File: config.mk
export PLATFORM = sky130hd
export DESIGN_NAME = videogen_multi_flat
export DESIGN_NICKNAME = d
export VERILOG_FILES = /design/src/rtl/videogen_pkg.sv /design/src/rtl/videogen_if.sv /design/src/rtl/videogen_timing.sv /design/src/rtl/videogen_multi.sv /design/src/flat_wrapper.sv
export SDC_FILE = /design/constraint.sdc
export NUM_CORES = 1
export LEC_CHECK = 0
export ABC_CLOCK_PERIOD_IN_PS = 3900
export CAP_MARGIN = 10
export CORE_AREA = 8 8 91 93
export DETAILED_ROUTE_END_ITERATION = 16
export DIE_AREA = 0 0 99 101
export GPL_ROUTABILITY_DRIVEN = 0
export HOLD_SLACK_MARGIN = 0.1
export PLACE_DENSITY = 0.79
export SLEW_MARGIN = 30
export SYNTH_ARGS = -nofsm -noshare
export SYNTH_HDL_FRONTEND = slang
export SYNTH_HIERARCHICAL = 1
export SYNTH_SLANG_ARGS = --single-unit
File: constraint.sdc
create_clock -name clk27 -period 3.9 [get_ports clk27]
set_input_delay 0.78 -clock clk27 [delete_from_list [all_inputs] [get_ports clk27]]
set_output_delay 0.78 -clock clk27 [all_outputs]
set_load 0.05 [all_outputs]
File: src/rtl/videogen_pkg.sv
// rtl/videogen_pkg.sv - pattern codes, latency-tester modes and colour-bar table
package videogen_pkg;

  localparam logic [2:0] PAT_LEGACY = 3'd0;
  localparam logic [2:0] PAT_BARS   = 3'd1;
  localparam logic [2:0] PAT_SOLID  = 3'd2;
  localparam logic [2:0] PAT_XHATCH = 3'd3;

  typedef enum logic [1:0] {
    LT_MODE_OFF    = 2'd0,
    LT_MODE_TL     = 2'd1,
    LT_MODE_CENTRE = 2'd2,
    LT_MODE_BR     = 2'd3
  } lt_mode_e;

  // Bar colours left to right: W,Y,C,G,M,R,B,K as {r,g,b} on/off flags
  function automatic logic [2:0] bar_rgb(input logic [2:0] idx);
    case (idx)
      3'd0:    return 3'b111;
      3'd1:    return 3'b110;
      3'd2:    return 3'b011;
      3'd3:    return 3'b010;
      3'd4:    return 3'b101;
      3'd5:    return 3'b100;
      3'd6:    return 3'b001;
      default: return 3'b000;
    endcase
  endfunction

endpackage

File: src/rtl/videogen_if.sv
// rtl/videogen_if.sv - video output bus towards the output mux
interface videogen_if #(parameter int COLOR_W = 8);

  logic [COLOR_W-1:0] R_out;
  logic [COLOR_W-1:0] G_out;
  logic [COLOR_W-1:0] B_out;
  logic               HSYNC_out;
  logic               VSYNC_out;
  logic               ENABLE_out;
  logic               PCLK_out;

  modport master (output R_out, G_out, B_out, HSYNC_out, VSYNC_out, ENABLE_out, PCLK_out);
  modport slave  (input  R_out, G_out, B_out, HSYNC_out, VSYNC_out, ENABLE_out, PCLK_out);

endinterface

File: src/rtl/videogen_timing.sv
// rtl/videogen_timing.sv - free-running h/v counters, syncs, data enable and frame tracking
module videogen_timing #(
  parameter int   H_SYNCLEN   = 62,
  parameter int   H_BACKPORCH = 60,
  parameter int   H_ACTIVE    = 720,
  parameter int   H_TOTAL     = 858,
  parameter int   V_SYNCLEN   = 6,
  parameter int   V_BACKPORCH = 30,
  parameter int   V_ACTIVE    = 480,
  parameter int   V_TOTAL     = 525,
  parameter logic HS_POL      = 1'b0,
  parameter logic VS_POL      = 1'b0
) (
  input  logic       clk27,
  input  logic       reset_n,
  output logic [9:0] x,
  output logic [9:0] y,
  output logic       in_active,
  output logic       frame_end,
  output logic       hsync,
  output logic       vsync,
  output logic       de,
  output logic       frame_start,
  output logic [7:0] frame_cnt
);

  localparam logic [9:0] X_START = 10'(H_SYNCLEN + H_BACKPORCH);
  localparam logic [9:0] Y_START = 10'(V_SYNCLEN + V_BACKPORCH);
  localparam logic [9:0] H_LAST  = 10'(H_TOTAL - 1);
  localparam logic [9:0] V_LAST  = 10'(V_TOTAL - 1);

  logic [9:0] h_cnt;
  logic [9:0] v_cnt;

  // Active-area coordinates; blanking wraps to large unsigned values and fails the range test
  always_comb begin
    x         = h_cnt - X_START;
    y         = v_cnt - Y_START;
    in_active = (x < 10'(H_ACTIVE)) && (y < 10'(V_ACTIVE));
    frame_end = (h_cnt == H_LAST) && (v_cnt == V_LAST);
  end

  // Raster position counters
  always_ff @(posedge clk27 or negedge reset_n) begin
    if (!reset_n) begin
      h_cnt <= '0;
      v_cnt <= '0;
    end else if (h_cnt == H_LAST) begin
      h_cnt <= '0;
      v_cnt <= (v_cnt == V_LAST) ? '0 : v_cnt + 10'd1;
    end else begin
      h_cnt <= h_cnt + 10'd1;
    end
  end

  // Registered syncs, data enable and frame marker/counter
  always_ff @(posedge clk27 or negedge reset_n) begin
    if (!reset_n) begin
      hsync       <= 1'b0;
      vsync       <= 1'b0;
      de          <= 1'b0;
      frame_start <= 1'b0;
      frame_cnt   <= '0;
    end else begin
      hsync       <= (h_cnt < 10'(H_SYNCLEN)) ? HS_POL : ~HS_POL;
      vsync       <= (v_cnt < 10'(V_SYNCLEN)) ? VS_POL : ~VS_POL;
      de          <= in_active;
      frame_start <= frame_end;
      if (frame_end)
        frame_cnt <= frame_cnt + 8'd1;
    end
  end

endmodule

File: src/rtl/videogen_multi.sv
// rtl/videogen_multi.sv - multi-pattern test generator top; VG_SCROLL_EN animates ramp and bars
module videogen_multi
  import videogen_pkg::*;
#(
  parameter int   COLOR_W     = 8,
  parameter int   H_SYNCLEN   = 62,
  parameter int   H_BACKPORCH = 60,
  parameter int   H_ACTIVE    = 720,
  parameter int   H_TOTAL     = 858,
  parameter int   V_SYNCLEN   = 6,
  parameter int   V_BACKPORCH = 30,
  parameter int   V_ACTIVE    = 480,
  parameter int   V_TOTAL     = 525,
  parameter logic HS_POL      = 1'b0,
  parameter logic VS_POL      = 1'b0,
  parameter int   GRID_LOG2   = 5,
  parameter int   LT_W_DIV    = 4,
  parameter int   LT_H_DIV    = 4
) (
  input  logic        clk27,
  input  logic        reset_n,
  input  logic [2:0]  pat_sel,
  input  logic        pat_update,
  input  logic        lt_active,
  input  logic [1:0]  lt_mode,
  videogen_if.master  vid,
  output logic        frame_start,
  output logic [7:0]  frame_cnt
);

  localparam logic [COLOR_W-1:0] FULL = '1;
  localparam logic [COLOR_W-1:0] GREY = COLOR_W'(8'h50) << (COLOR_W - 8);

  // Legacy layout: 40px/16-line checker border, 512x256 ramp window centred in the active area
  localparam logic [9:0] LEG_OX  = 10'd40;
  localparam logic [9:0] LEG_OY  = 10'd16;
  localparam logic [9:0] LEG_OX1 = 10'(H_ACTIVE - 40);
  localparam logic [9:0] LEG_OY1 = 10'(V_ACTIVE - 16);
  localparam logic [9:0] LEG_CX0 = 10'((H_ACTIVE - 512) / 2);
  localparam logic [9:0] LEG_CY0 = 10'((V_ACTIVE - 256) / 2);
  localparam logic [9:0] LEG_CX1 = 10'((H_ACTIVE - 512) / 2 + 512);
  localparam logic [9:0] LEG_CY1 = 10'((V_ACTIVE - 256) / 2 + 256);

  localparam int         BAR_W  = H_ACTIVE / 8;
  localparam logic [9:0] LT_W   = 10'(H_ACTIVE / LT_W_DIV);
  localparam logic [9:0] LT_H   = 10'(V_ACTIVE / LT_H_DIV);
  localparam logic [9:0] LT_CX0 = 10'((H_ACTIVE - H_ACTIVE / LT_W_DIV) / 2);
  localparam logic [9:0] LT_CY0 = 10'((V_ACTIVE - V_ACTIVE / LT_H_DIV) / 2);
  localparam logic [9:0] LT_BX0 = 10'(H_ACTIVE - H_ACTIVE / LT_W_DIV);
  localparam logic [9:0] LT_BY0 = 10'(V_ACTIVE - V_ACTIVE / LT_H_DIV);
  localparam logic [9:0] X_LAST = 10'(H_ACTIVE - 1);
  localparam logic [9:0] Y_LAST = 10'(V_ACTIVE - 1);

  logic [9:0]         x, y;
  logic               in_active, frame_end;
  logic               hsync, vsync, de;
  logic [2:0]         pend_pat, act_pat;
  logic [2:0]         bar, bar_idx, bar_c;
  logic [COLOR_W-1:0] ramp;
  logic               leg_over, leg_ctr, xhatch, lt_box;
  logic [COLOR_W-1:0] pix_r, pix_g, pix_b;
  lt_mode_e           lt_m;

  videogen_timing #(
    .H_SYNCLEN(H_SYNCLEN), .H_BACKPORCH(H_BACKPORCH), .H_ACTIVE(H_ACTIVE), .H_TOTAL(H_TOTAL),
    .V_SYNCLEN(V_SYNCLEN), .V_BACKPORCH(V_BACKPORCH), .V_ACTIVE(V_ACTIVE), .V_TOTAL(V_TOTAL),
    .HS_POL(HS_POL), .VS_POL(VS_POL)
  ) u_timing (
    .clk27(clk27), .reset_n(reset_n), .x(x), .y(y), .in_active(in_active),
    .frame_end(frame_end), .hsync(hsync), .vsync(vsync), .de(de),
    .frame_start(frame_start), .frame_cnt(frame_cnt)
  );

  assign vid.HSYNC_out  = hsync;
  assign vid.VSYNC_out  = vsync;
  assign vid.ENABLE_out = de;
  assign vid.PCLK_out   = clk27;
  assign lt_m           = lt_mode_e'(lt_mode);

  // Pattern request capture; new pattern only takes over at the frame boundary
  always_ff @(posedge clk27 or negedge reset_n) begin
    if (!reset_n) begin
      pend_pat <= PAT_LEGACY;
      act_pat  <= PAT_LEGACY;
    end else begin
      if (pat_update)
        pend_pat <= pat_sel;
      if (frame_end)
        act_pat <= pend_pat;
    end
  end

  // Per-pattern geometry: bar index by constant thresholds, ramp, legacy regions, grid lines
  always_comb begin
    bar = '0;
    for (int k = 1; k < 8; k++)
      if (x >= 10'(k * BAR_W))
        bar = 3'(k);
`ifdef VG_SCROLL_EN
    bar_idx = bar + frame_cnt[5:3];
    ramp    = COLOR_W'(((x - LEG_CX0) >> 1) + 10'(frame_cnt));
`else
    bar_idx = bar;
    ramp    = COLOR_W'((x - LEG_CX0) >> 1);
`endif
    bar_c    = bar_rgb(bar_idx);
    leg_over = (x < LEG_OX) || (x >= LEG_OX1) || (y < LEG_OY) || (y >= LEG_OY1);
    leg_ctr  = (x >= LEG_CX0) && (x < LEG_CX1) && (y >= LEG_CY0) && (y < LEG_CY1);
    xhatch   = (x[GRID_LOG2-1:0] == '0) || (y[GRID_LOG2-1:0] == '0) ||
               (x == X_LAST) || (y == Y_LAST);
  end

  // Latency-tester box region for the selected corner/centre
  always_comb begin
    lt_box = 1'b0;
    case (lt_m)
      LT_MODE_TL:     lt_box = (x < LT_W) && (y < LT_H);
      LT_MODE_CENTRE: lt_box = (x >= LT_CX0) && (x < LT_CX0 + LT_W) &&
                               (y >= LT_CY0) && (y < LT_CY0 + LT_H);
      LT_MODE_BR:     lt_box = (x >= LT_BX0) && (y >= LT_BY0);
      default:        lt_box = 1'b0;
    endcase
  end

  // Pixel colour: latency tester overrides the frame-synchronous pattern
  always_comb begin
    pix_r = '0;
    pix_g = '0;
    pix_b = '0;
    if (lt_active) begin
      pix_r = lt_box ? FULL : '0;
      pix_g = pix_r;
      pix_b = pix_r;
    end else begin
      case (act_pat)
        PAT_LEGACY: begin
          if (leg_over)
            pix_r = (x[0] ^ y[0]) ? FULL : '0;
          else if (leg_ctr)
            pix_r = ramp;
          else
            pix_r = GREY;
          pix_g = pix_r;
          pix_b = pix_r;
        end
        PAT_BARS: begin
          pix_r = {COLOR_W{bar_c[2]}};
          pix_g = {COLOR_W{bar_c[1]}};
          pix_b = {COLOR_W{bar_c[0]}};
        end
        PAT_SOLID: begin
          pix_r = FULL;
          pix_g = FULL;
          pix_b = FULL;
        end
        PAT_XHATCH: begin
          pix_r = xhatch ? FULL : '0;
          pix_g = pix_r;
          pix_b = pix_r;
        end
        default: ;
      endcase
    end
  end

  // Pixel output register, blanked outside the active area so it lines up with ENABLE_out
  always_ff @(posedge clk27 or negedge reset_n) begin
    if (!reset_n) begin
      vid.R_out <= '0;
      vid.G_out <= '0;
      vid.B_out <= '0;
    end else begin
      vid.R_out <= in_active ? pix_r : '0;
      vid.G_out <= in_active ? pix_g : '0;
      vid.B_out <= in_active ? pix_b : '0;
    end
  end

endmodule

File: src/flat_wrapper.sv
// flat-port wrapper written by rule: the top's interface ports become plain ports
module videogen_multi_flat import videogen_pkg::*;
#(
  parameter int   COLOR_W     = 8,
  parameter int   H_SYNCLEN   = 62,
  parameter int   H_BACKPORCH = 60,
  parameter int   H_ACTIVE    = 720,
  parameter int   H_TOTAL     = 858,
  parameter int   V_SYNCLEN   = 6,
  parameter int   V_BACKPORCH = 30,
  parameter int   V_ACTIVE    = 480,
  parameter int   V_TOTAL     = 525,
  parameter logic HS_POL      = 1'b0,
  parameter logic VS_POL      = 1'b0,
  parameter int   GRID_LOG2   = 5,
  parameter int   LT_W_DIV    = 4,
  parameter int   LT_H_DIV    = 4
)
  (clk27, reset_n, pat_sel, pat_update, lt_active, lt_mode, frame_start, frame_cnt, vid_R_out, vid_G_out, vid_B_out, vid_HSYNC_out, vid_VSYNC_out, vid_ENABLE_out, vid_PCLK_out);
  videogen_if #(.COLOR_W(COLOR_W)) vid_i ();
  input  logic clk27;
  input  logic reset_n;
  input  logic [2:0] pat_sel;
  input  logic pat_update;
  input  logic lt_active;
  input  logic [1:0] lt_mode;
  output logic frame_start;
  output logic [7:0] frame_cnt;
  output wire logic [$bits(vid_i.R_out)-1:0] vid_R_out;
  output wire logic [$bits(vid_i.G_out)-1:0] vid_G_out;
  output wire logic [$bits(vid_i.B_out)-1:0] vid_B_out;
  output wire logic [$bits(vid_i.HSYNC_out)-1:0] vid_HSYNC_out;
  output wire logic [$bits(vid_i.VSYNC_out)-1:0] vid_VSYNC_out;
  output wire logic [$bits(vid_i.ENABLE_out)-1:0] vid_ENABLE_out;
  output wire logic [$bits(vid_i.PCLK_out)-1:0] vid_PCLK_out;
  assign vid_R_out = vid_i.R_out;
  assign vid_G_out = vid_i.G_out;
  assign vid_B_out = vid_i.B_out;
  assign vid_HSYNC_out = vid_i.HSYNC_out;
  assign vid_VSYNC_out = vid_i.VSYNC_out;
  assign vid_ENABLE_out = vid_i.ENABLE_out;
  assign vid_PCLK_out = vid_i.PCLK_out;
  videogen_multi #(.COLOR_W(COLOR_W), .H_SYNCLEN(H_SYNCLEN), .H_BACKPORCH(H_BACKPORCH), .H_ACTIVE(H_ACTIVE), .H_TOTAL(H_TOTAL), .V_SYNCLEN(V_SYNCLEN), .V_BACKPORCH(V_BACKPORCH), .V_ACTIVE(V_ACTIVE), .V_TOTAL(V_TOTAL), .HS_POL(HS_POL), .VS_POL(VS_POL), .GRID_LOG2(GRID_LOG2), .LT_W_DIV(LT_W_DIV), .LT_H_DIV(LT_H_DIV)) u_core (.clk27(clk27), .reset_n(reset_n), .pat_sel(pat_sel), .pat_update(pat_update), .lt_active(lt_active), .lt_mode(lt_mode), .vid(vid_i), .frame_start(frame_start), .frame_cnt(frame_cnt));
endmodule
==> results_dict.tcl <==
set metrics [dict create \
    critPathRequiredTime_ns 3.12 \
    yosysWarnings 6 \
    ys_types 54 \
    grt_pass1_wl_um 14200 \
    synth_area_mm2 0.00371 \
    finalSetupViolCount 0 \
    grt_pass1_vias 3015 \
    cellPowerDensity_mw_per_mm2 315 \
    ios 46 \
    ir_worst_vdd_uv 322 \
    dieArea_mm2 0.0100 \
    grt_antenna_before_repair 0 \
    hold_violations 0 \
    dp_hpwl_um 6040 \
    synth_top_cell_by_area "dfrtp_1" \
    max_slew.worst_pin.slew_ns 0.795 \
    ant_nets 0 \
    drt_first_pass_iters 5 \
    netlist.area_leader.share 0.418 \
    postSynthAreaPerCell_um2 9.07 \
    post_cts_buffers 0 \
    drtIter0Drc 171 \
    synth_edf_count 0 \
    cp-start-kind "clock port" \
    slew_viol_final 0 \
    drt_wl_total_um 8370 \
    r2r-start "u_core/u_timing/h_cnt[1]" \
    slew_headroom 0.463 \
    rows 31 \
    rr_worst_depth 10 \
    cts_tree "built" \
    die_w_um 99 \
    synth_seq_area_share 0.418 \
    setup_tns_ns 0 \
    grt_max_degree 48 \
    cap_violations 0 \
    ys_ff_latch 62 \
    p_leak_nw 2.01 \
    startpoint "clk27" \
    io_buffers 45 \
    path_class "clk -> out" \
    synth.net_count 432 \
    antenna_cells 0 \
    wl_per_cell_um 15.6 \
    rsz0062_at_grt "false" \
    track_usage 0.176 \
    drive_gt1_frac 0.101 \
    syn_to_final_growth_pct 19.9 \
    die_h_um 101 \
    overflow 0 \
    ys_async_sr_fraction 1.00 \
    hold_path.class "in -> async" \
    synthCells 409 \
    synth_ff_type "dfrtp_1" \
    fin_util 0.641 \
    clock_latency_ns 0.45 \
    drc 0 \
    r2r-end "u_core/vid.B_out[3]" \
    initial_utilization 0.535 \
    run_status "finished, final reports clean" \
    core_mm2 0.00694 \
    end_kind "output port" \
    viasPerCell 5.92 \
    fin_skew_ns 0.00979 \
    fin_nets 473 \
    vias 3174 \
    ff2ff_setup_slack_ns 0.40 \
    crit_path_end "vid_PCLK_out" \
    synth_area_leaders "dfrtp_1, a21oi_1, ha_1" \
    cts.clk_slew.worst_paths_ns 0.07 \
    cp_max_fo 2 \
    critical_path_arrival_ns 2.86 \
]
-- cells in the mapped netlist, types with 2 or more instances --
cell type  count
a21oi_1       42
a31oi_1        4
o2111ai_1      2
a32oi_1        2
a221oi_1       2
nand2_1       29
buf_4          5
or3_1          6
o41ai_1        2
nand3_1       12
nor4_1         4
xnor2_1       20
o211ai_1       9
nor3_1         8
dfrtp_1       62
mux2_2         7
o211a_1        3
nand2b_1       5
clkbuf_1      15
o21ai_0       21
xor2_1        17
and2_1         2
buf_2          4
or2_2          4
o21a_1         2
nor2_1        41
a211oi_1       4
a311oi_1       2
nand4_1        8
ha_1          14
and3_1         4
inv_1         25
-- sequential cells by signal, summed over array words and instances, names as in the netlist --
register,count
u_core/u_timing/v_cnt,10
u_core/vid.B_out,8
u_core/vid.G_out,8
u_core/vid.R_out,8
u_core/act_pat,3
u_core/u_timing/frame_start,1
u_core/u_timing/h_cnt,10
u_core/u_timing/vsync,1
u_core/u_timing/hsync,1
u_core/pend_pat,3
u_core/u_timing/de,1
u_core/u_timing/frame_cnt,8
-- critical path, stage by stage --
cell and delay [ns]:
clkbuf_8 0.11, clkbuf_8 0.12, clkdlybuf4s50_1 0.69
-- routing by layer --
| layer | vias to the layer above | GRT usage | part of all wire |
|---|---|---|---|
| li1 | 1522 | - | - |
| met2 | 129 | 0.274 | 0.48 |
| met4 | 0 | 0.0992 | 0.019 |
| met5 | - | 0 | 0 |
| met3 | 20 | 0.0483 | 0.068 |
| met1 | 1503 | 0.216 | 0.43 |
-- logic make-up (layout without fill, tap and decap cells) --
logic type | after synthesis | count (layout) | share of synthesized area
AND/OR/NAND/NOR | 132 | 132 | 0.185
AO/OA/AOI/OAI | 107 | 107 | 0.183
flip-flops | 62 | 62 | 0.418
buffers and inverters | 49 | 94 | 0.0560
XOR/XNOR | 37 | 37 | 0.0873
adder cells (fa/ha/maj) | 14 | 14 | 0.0472
multiplexers | 8 | 8 | 0.0239
-- cells in the final DEF (no fill, tap or decap), types with 3 or more instances in the layout --
cell,instances
or3_1,6
and3_1,4
inv_1,25
clkbuf_8,15
nand4_1,8
nand2_1,29
xnor2_1,19
nand3_1,12
buf_4,7
nor4_1,4
o21ai_0,21
o211a_1,3
nor3_1,8
a211oi_1,4
xor2_1,17
a31oi_1,4
or2_2,4
o211ai_1,9
a21oi_1,42
ha_1,14
nand2b_1,5
mux2_2,7
dfrtp_1,62
nor2_1,41
clkdlybuf4s50_1,44
-- power by group --
part           leakage (nW)  switching, W  internal [W]
combinational          1.04     0.0000213     0.0000126
clock                 0.130      0.000296      0.000425
sequential            0.845    0.00000150      0.000646
-- final cells by class --
type / count / area (µm²)
multi-input combinational: 298 / 1960
clock inverter: 3 / 42.5
clock buffer: 16 / 216
timing repair buffer: 50 / 483
fill: 538 / 2490
sequential: 62 / 1550
tap: 82 / 103
inverter: 25 / 93.8
-- worst min-delay path by stage --
stage	start	end	cells after the start
floorplan	u_core/pend_pat[2]	u_core/act_pat[2]	2
finish	reset_n	u_core/u_timing/frame_cnt[5]	1
detailed placement	u_core/u_timing/frame_cnt[7]	u_core/u_timing/frame_cnt[7]	1
global route	reset_n	u_core/u_timing/frame_cnt[5]	1
global placement	u_core/u_timing/frame_cnt[7]	u_core/u_timing/frame_cnt[7]	1
CTS	reset_n	u_core/u_timing/frame_cnt[5]	1
-- what timing repair did --
item / CTS / global route
endpoints found under the setup margin: 0 / 2
hold buffers: 0 / 0
gates resized for setup: 0 / 1
-- stage by stage --
step	hold WS, ns	worst slack, ns	cell area, µm²	cells	power (W)
2_1_floorplan	0.449	0.886	3710	409	0.000724
3_3_place_gp	0.461	0.451	4190	518	0.000752
3_5_place_dp	0.463	0.369	4190	518	0.000754
4_1_cts	0.347	0.246	4440	536	0.00142
5_1_grt	0.373	0.143	4450	536	0.00146
6_report	0.331	0.256	4450	536	0.00140
Power figures use the tool's default switching activity.
